==> src/rtl/vend_pkg.sv <==
// vend_pkg: shared coin encodings, product IDs, error codes and FSM states
// for the vending-unit order controller.
package vend_pkg;

    localparam logic [1:0] COIN_1  = 2'b00;
    localparam logic [1:0] COIN_5  = 2'b01;
    localparam logic [1:0] COIN_10 = 2'b10;
    localparam logic [1:0] COIN_20 = 2'b11;

    localparam logic [2:0] SANDWICH   = 3'd0;
    localparam logic [2:0] CHOCOLATE  = 3'd1;
    localparam logic [2:0] WATER      = 3'd2;
    localparam logic [2:0] COFFEE     = 3'd3;
    localparam logic [2:0] TEA        = 3'd4;
    localparam logic [2:0] INVALID_ID = 3'b111;

    localparam logic [2:0] ERR_NONE         = 3'd0;
    localparam logic [2:0] ERR_INVALID      = 3'd1;
    localparam logic [2:0] ERR_UNAVAILABLE  = 3'd2;
    localparam logic [2:0] ERR_SUGAR        = 3'd3;
    localparam logic [2:0] ERR_NOT_EXACT    = 3'd4;
    localparam logic [2:0] ERR_INSUFFICIENT = 3'd5;
    localparam logic [2:0] ERR_PROTOCOL     = 3'd6;

    typedef enum logic [2:0] {
        IDLE,
        COLLECT,
        REQ,
        WAIT,
        CHANGE
    } state_t;

    function automatic logic [5:0] coin_value(input logic [1:0] c);
        return c == COIN_20 ? 6'd20 : c == COIN_10 ? 6'd10 : c == COIN_5 ? 6'd5 : 6'd1;
    endfunction

endpackage

==> src/rtl/change_dispenser.sv <==
// change_dispenser: after a load pulse, pays out the amount as greedy coins
// (20/10/5/1), one per cycle, then pulses o_done.
module change_dispenser
    import vend_pkg::*;
(
    input  logic       CLK,
    input  logic       RST,
    input  logic       i_load,
    input  logic [5:0] i_amount,
    output logic       o_change_valid,
    output logic [1:0] o_change_coin,
    output logic       o_done,
    output logic       o_finish
);
    logic [5:0] r_rem;
    logic       r_active;
    logic       r_valid;
    logic [1:0] r_coin;
    logic       r_done;
    logic [1:0] w_coin;
    logic       w_emit;

    always_comb begin
        w_coin = r_rem >= 6'd20 ? COIN_20 : r_rem >= 6'd10 ? COIN_10 : r_rem >= 6'd5 ? COIN_5 : COIN_1;
        w_emit = r_active && r_rem != '0;
    end

    assign o_finish       = r_active && r_rem == '0;
    assign o_change_valid = r_valid;
    assign o_change_coin  = r_coin;
    assign o_done         = r_done;

    always_ff @(posedge CLK) begin
        if (RST) begin
            r_rem    <= '0;
            r_active <= 1'b0;
            r_valid  <= 1'b0;
            r_coin   <= COIN_1;
            r_done   <= 1'b0;
        end else begin
            r_valid <= w_emit;
            r_coin  <= w_emit ? w_coin : COIN_1;
            r_done  <= o_finish;
            if (i_load) begin
                r_rem    <= i_amount;
                r_active <= 1'b1;
            end else if (w_emit) begin
                r_rem <= r_rem - coin_value(w_coin);
            end else if (o_finish) begin
                r_active <= 1'b0;
            end
        end
    end

endmodule

==> src/rtl/vend_order_ctrl.sv <==
// vend_order_ctrl: collects coins, issues one purchase request, decodes the status and returns change.
// Define VEND_COIN_TIMEOUT_EN to build the COLLECT idle timer that auto-refunds after COIN_TIMEOUT cycles.
module vend_order_ctrl
    import vend_pkg::*;
#(
    parameter int COIN_TIMEOUT = 15
) (
    input  logic       CLK,
    input  logic       RST,
    input  logic       coinValid,
    input  logic [1:0] coinValue,
    input  logic       selValid,
    input  logic       selVm,
    input  logic [2:0] selProduct,
    input  logic       selSugar,
    input  logic       cancel,
    input  logic [5:0] respMoneyLeft,
    input  logic       respProductReady,
    input  logic       respProductUnavailable,
    input  logic       respInsufficientFund,
    input  logic       respNotExactFund,
    input  logic       respInvalidProduct,
    input  logic       respSugarUnsuitable,
    output logic [5:0] reqMoney,
    output logic       reqVm,
    output logic [2:0] reqProductID,
    output logic       reqSugar,
    output logic [5:0] credit,
    output logic       busy,
    output logic       coinReject,
    output logic       dispensed,
    output logic       errValid,
    output logic [2:0] errCode,
    output logic       changeValid,
    output logic [1:0] changeCoin,
    output logic       done
);
    state_t     r_state, w_state_nxt;
    logic [5:0] r_credit, w_credit_nxt;
    logic       r_vm, r_sugar;
    logic [2:0] r_product;
    logic       r_coin_reject, r_dispensed, r_err_valid;
    logic [2:0] r_err_code;
    logic       w_coin_reject, w_dispensed, w_err_valid, w_latch, w_load, w_finish, w_timeout;
    logic [2:0] w_err_code;
    logic [5:0] w_load_amt;
    logic [6:0] w_sum;

    if (COIN_TIMEOUT < 1 || COIN_TIMEOUT > 15) begin : g_bad_timeout
        $error("COIN_TIMEOUT must fit the 4-bit idle timer (1..15)");
    end

`ifdef VEND_COIN_TIMEOUT_EN
    logic [3:0] r_timer;
    assign w_timeout = r_state == COLLECT && !coinValid && !selValid && !cancel
                       && r_timer == 4'(COIN_TIMEOUT - 1);
    always_ff @(posedge CLK) begin
        if (RST || r_state != COLLECT || coinValid || selValid || cancel)
            r_timer <= '0;
        else
            r_timer <= r_timer + 4'd1;
    end
`else
    assign w_timeout = 1'b0;
`endif

    always_comb begin
        w_state_nxt   = r_state;
        w_credit_nxt  = r_credit;
        w_coin_reject = 1'b0;
        w_dispensed   = 1'b0;
        w_err_valid   = 1'b0;
        w_err_code    = ERR_NONE;
        w_latch       = 1'b0;
        w_load        = 1'b0;
        w_load_amt    = r_credit;
        w_sum         = {1'b0, r_credit} + {1'b0, coin_value(coinValue)};
        unique case (r_state)
            IDLE: begin
                if (coinValid) begin
                    w_credit_nxt = coin_value(coinValue);
                    w_state_nxt  = COLLECT;
                end
            end
            COLLECT: begin
                if (cancel || w_timeout) begin
                    w_coin_reject = coinValid;
                    w_load        = 1'b1;
                    w_credit_nxt  = '0;
                    w_state_nxt   = CHANGE;
                end else if (selValid) begin
                    w_coin_reject = coinValid;
                    w_latch       = 1'b1;
                    w_state_nxt   = REQ;
                end else if (coinValid) begin
                    w_coin_reject = w_sum > 7'd63;
                    w_credit_nxt  = w_sum > 7'd63 ? r_credit : w_sum[5:0];
                end
            end
            REQ: begin
                w_coin_reject = coinValid;
                w_state_nxt   = WAIT;
            end
            WAIT: begin
                // if/else chain so a flag that is not exactly 1 (including X) reads as clear
                w_coin_reject = coinValid;
                w_err_valid   = 1'b1;
                if (respInvalidProduct == 1'b1)
                    w_err_code = ERR_INVALID;
                else if (respProductUnavailable == 1'b1)
                    w_err_code = ERR_UNAVAILABLE;
                else if (respSugarUnsuitable == 1'b1)
                    w_err_code = ERR_SUGAR;
                else if (respNotExactFund == 1'b1)
                    w_err_code = ERR_NOT_EXACT;
                else if (respInsufficientFund == 1'b1)
                    w_err_code = ERR_INSUFFICIENT;
                else if (respProductReady == 1'b1) begin
                    w_err_valid = 1'b0;
                    w_dispensed = 1'b1;
                end else
                    w_err_code = ERR_PROTOCOL;
                w_load       = 1'b1;
                w_load_amt   = w_err_code == ERR_PROTOCOL ? r_credit : respMoneyLeft;
                w_credit_nxt = '0;
                w_state_nxt  = CHANGE;
            end
            CHANGE: begin
                w_coin_reject = coinValid;
                w_state_nxt   = w_finish ? IDLE : CHANGE;
            end
            default: w_state_nxt = IDLE;
        endcase
    end

    always_ff @(posedge CLK) begin
        if (RST) begin
            r_state       <= IDLE;
            r_credit      <= '0;
            r_vm          <= 1'b0;
            r_sugar       <= 1'b0;
            r_product     <= INVALID_ID;
            r_coin_reject <= 1'b0;
            r_dispensed   <= 1'b0;
            r_err_valid   <= 1'b0;
            r_err_code    <= ERR_NONE;
        end else begin
            r_state       <= w_state_nxt;
            r_credit      <= w_credit_nxt;
            r_coin_reject <= w_coin_reject;
            r_dispensed   <= w_dispensed;
            r_err_valid   <= w_err_valid;
            r_err_code    <= w_err_code;
            if (w_latch) begin
                r_vm      <= selVm;
                r_sugar   <= selSugar;
                r_product <= selProduct;
            end
        end
    end

    change_dispenser u_change (
        .CLK            (CLK),
        .RST            (RST),
        .i_load         (w_load),
        .i_amount       (w_load_amt),
        .o_change_valid (changeValid),
        .o_change_coin  (changeCoin),
        .o_done         (done),
        .o_finish       (w_finish)
    );

    // The vending unit acts every cycle, so the request is parked on an invalid ID outside REQ
    assign reqMoney     = r_state == REQ ? r_credit : '0;
    assign reqVm        = r_state == REQ && r_vm;
    assign reqSugar     = r_state == REQ && r_sugar;
    assign reqProductID = r_state == REQ ? r_product : INVALID_ID;
    assign credit       = r_credit;
    assign busy         = r_state != IDLE;
    assign coinReject   = r_coin_reject;
    assign dispensed    = r_dispensed;
    assign errValid     = r_err_valid;
    assign errCode      = r_err_code;

endmodule

==> config.mk <==
export PLATFORM = sky130hd
export DESIGN_NAME = vend_order_ctrl
export DESIGN_NICKNAME = d
export VERILOG_FILES = /design/src/rtl/vend_pkg.sv /design/src/rtl/change_dispenser.sv /design/src/rtl/vend_order_ctrl.sv
export SDC_FILE = /design/constraint.sdc
export NUM_CORES = 1
export LEC_CHECK = 0
export CAP_MARGIN = 20
export CORE_AREA = 10 10 75 77
export CTS_CLUSTER_SIZE = 24
export DETAILED_ROUTE_END_ITERATION = 7
export DIE_AREA = 0 0 85 87
export PLACE_DENSITY = 0.78
export SYNTH_ARGS = -nofsm -noshare
export SYNTH_HDL_FRONTEND = slang
export SYNTH_SLANG_ARGS = --single-unit
export TNS_END_PERCENT = 20
==> constraint.sdc <==
create_clock -name CLK -period 2.6 [get_ports CLK]
set_input_delay 0.52 -clock CLK [delete_from_list [all_inputs] [get_ports CLK]]
set_output_delay 0.52 -clock CLK [all_outputs]
set_load 0.02 [all_outputs]
==> flow_summary.toml <==
[grt]
grt_max_degree = 31
grt_usage_pct = 15.5
grt_pass1_wl_um = 9400
grt_pass1_vias = 1972
antenna_found_initial = 0
grt-ovfl-total = 0

[yosys]
synth.net_count = 263
synth_area_um2 = 1950
netlist.top_cell.by_area = "dfxtp_1"
ys_seq_area_share_pct = 31.8
syn_inst = 227
synthFlopType = "dfxtp_1"
synth-seq-cells = 31
ys_warn_count = 0
syn_avg_cell_area_um2 = 8.59
synth_cell_types = 50
synth_top_cell_area_share_pct = 31.8
synthArstFlopShare_pct = 0
synth_edf_count = 0
synth_area_leaders = "dfxtp_1 (32%), ha_1 (6.4%), a211oi_1 (5.0%)"

[pwr]
seqPwrFrac_pct = 37.9
p_int_uw = 970
power.switching_uw = 478
switching_share_pct = 33.0
clock_power_share_pct = 26.6
cellLeakagePower_nw = 1.06
power_frac_comb_pct = 35.5
power_per_cell_area_nw_per_um2 = 528
power_mw = 1.45
ir_drop_mv = 0.224

[min_path]
hold_path_depth = 1
holdPathEnd = "r_product[2]$_SDFFE_PP1P_"
hp-class = "reg2reg"
worstHoldStart = "r_product[2]$_SDFFE_PP1P_"

[routing]
wl_met3_um = 401
drc = 0
maxUsedRoutingLayer = "met4"
wl_um = 5510
ant_nets = 0
wl_per_cell_um = 15.7
dr_wl_met2_um = 2590
vias = 1956
dr.pass1.iters = 4
drt_iter0_markers = 127
viasPerCell = 5.57
wl_met1_um = 2410

[placement]
post_dp_cell_area_um2 = 2630
placedCellCount = 343
gp_congestion = 0.892
io_buffers = 51
dp_hpwl_um = 4150

[floorplan]
die_h_um = 87
start_util_pct = 46.0
num_rows = 24
dieArea_um2 = 7400
design.core.area_um2 = 4230
pin_count = 52
fp.dieW_um = 85

[layout]
finalInstanceArea_um2 = 2740
multi_input_area_um2 = 1220
antennaDiodeCount = 0
final_core_util_pct = 64.8
register_area_um2 = 621
fin_cells = 351
nets = 335
drive_above_1_share_pct = 16.1
fillers = 382
synthToLayoutAreaGrowth_pct = 40.7

[run_status]
outcome = "completed"

[clock_tree]
cts_sinks = 31
h-tree-depth = 2
cts_made_buffers = 5
cts_tree = "built"
path_clk_slew_ns = 0.07
cts_hold_buf = 0
cts_root_buf = "clkbuf_8"
clk_latency_ns = 0.29
cts_setup_buffers = 0
cts_buffer_depth = 2

[setup_path]
crit_fanout = 6
rr_worst_depth = 10
r2r-end = "u_change.r_rem[4]$_SDFFE_PP0P_"
r2r_slack_ns = 0.17
worstPathArrival_ns = 2.72
start_kind = "primary input"
end_kind = "register"
timing.rr.start = "u_change.r_rem[3]$_SDFFE_PP0P_"
cp.required_ns = 2.77
path_class = "in2reg"

[timing]
max_freq_mhz = 393
period_minus_slack_ns = 2.54
max-slew-margin-rel_pct = 70.9
setup_violations = 0
drv_slew = 0
worst_pin_slew_ns = 0.437
hold_violations = 0
holdWs_ns = 0.452
finalClockSkew_ns = 0.00819
timing.final.crit_share_pct = 97.8

[flow_run]
maxCapViolCount = 0
==> cells in the final DEF (no fill, tap or decap), drive strengths merged, types with 9 or more instances in the layout <==
cell and count:
dfxtp 31, a21oi 20, inv 10, a211oi 13, nor2 23, buf 27, and2 9, nor3 11
nand2 9, clkdlybuf4s50 51, ha 10
==> timing repair <==
| action | in CTS | in global routing |
|---|---|---|
| pin swaps | 0 | 1 |
| cloned | 0 | 1 |
| resized for setup | 1 | 9 |
| endpoints found under the setup margin | 1 | 9 |
| endpoints found under the hold margin | 0 | 0 |
==> power by group through the flow <==
stage	clock network, mW	registers [mW]	logic, mW
final	0.385	0.548	0.514
after CTS	0.391	0.546	0.499
after global placement	0	0.554	0.483
after floorplan	0	0.559	0.306
after detailed placement	0	0.556	0.494
after global routing	0.414	0.553	0.572
==> cell usage after synthesis (3+ instances only) <==
cell / instances
xor2_1: 3
o21ai_0: 7
a221oi_1: 3
nand2_1: 9
nor2_1: 22
and3_1: 5
dfxtp_1: 31
ha_1: 10
mux2i_1: 6
nand3_1: 3
inv_1: 10
nor3_1: 10
clkbuf_8: 3
nor2b_1: 5
nor3b_1: 4
a211o_1: 4
clkbuf_1: 4
o21a_1: 3
and2_1: 9
a21oi_1: 19
a22oi_1: 3
buf_2: 3
a211oi_1: 13
nand2b_1: 6
==> routing by layer <==
layer	up-vias	global-route usage (%)
li1	966	-
met1	917	18.6
met2	63	24.3
met3	10	4.87
met4	0	7.63
met5	-	0
==> flip-flops by register name, indices dropped and copies added (netlist names) <==
name and count:
r_sugar 1, r_vm 1, u_change.r_active 1, errCode 3
credit 6, coinReject 1, errValid 1, r_state 3
u_change.o_change_coin 2, r_product 3, u_change.o_done 1, u_change.o_change_valid 1
dispensed 1, u_change.r_rem 6
==> cell families after synthesis <==
kind of cell	synth area share [%]
AO/OA/AOI/OAI	23.9
flip-flops	31.8
XOR/XNOR	1.80
buffers and inverters	6.61
multiplexers	3.66
AND/OR/NAND/NOR	23.7
adder cells (fa/ha/maj)	8.47
==> critical path: stages <==
cell             delay, ns
clkdlybuf4s50_1       0.47
inv_1                 0.07
ha_1                  0.23
fa_2                  0.37
a21oi_2               0.17
o21ai_1               0.13
a311oi_2              0.30
buf_2                 0.25
nand2b_1              0.13
a31oi_1               0.08
==> how the worst max path moves through the flow <==
stage	from	to	cells past startpoint
after floorplan	u_change.r_rem[3]$_SDFFE_PP0P_	u_change.r_rem[4]$_SDFFE_PP0P_	11
after global placement	coinValue[1]	credit[5]$_SDFFE_PP0P_	10
after detailed placement	coinValue[1]	credit[5]$_SDFFE_PP0P_	10
after CTS	coinValue[1]	credit[5]$_SDFFE_PP0P_	10
after global routing	coinValue[1]	credit[5]$_SDFFE_PP0P_	10
final	coinValue[1]	credit[5]$_SDFFE_PP0P_	10
==> stage by stage <==
step                      TNS, ns  worst slack (ns)
after floorplan                 0             0.254
after global placement      -1.35            -0.209
after detailed placement    -1.99            -0.309
after CTS                       0            0.0224
after global routing       -0.119           -0.0439
final                           0            0.0571
==> final cells by class <==
class                      count  share of cell area, %
timing repair buffer          78                   25.9
inverter                      10                   1.37
clock inverter                 1                  0.182
clock buffer                   6                   3.01
multi-input combinational    173                   44.5
sequential                    31                   22.6
tap                           52                   2.37
No activity file was read; power rests on OpenSTA's default activity.
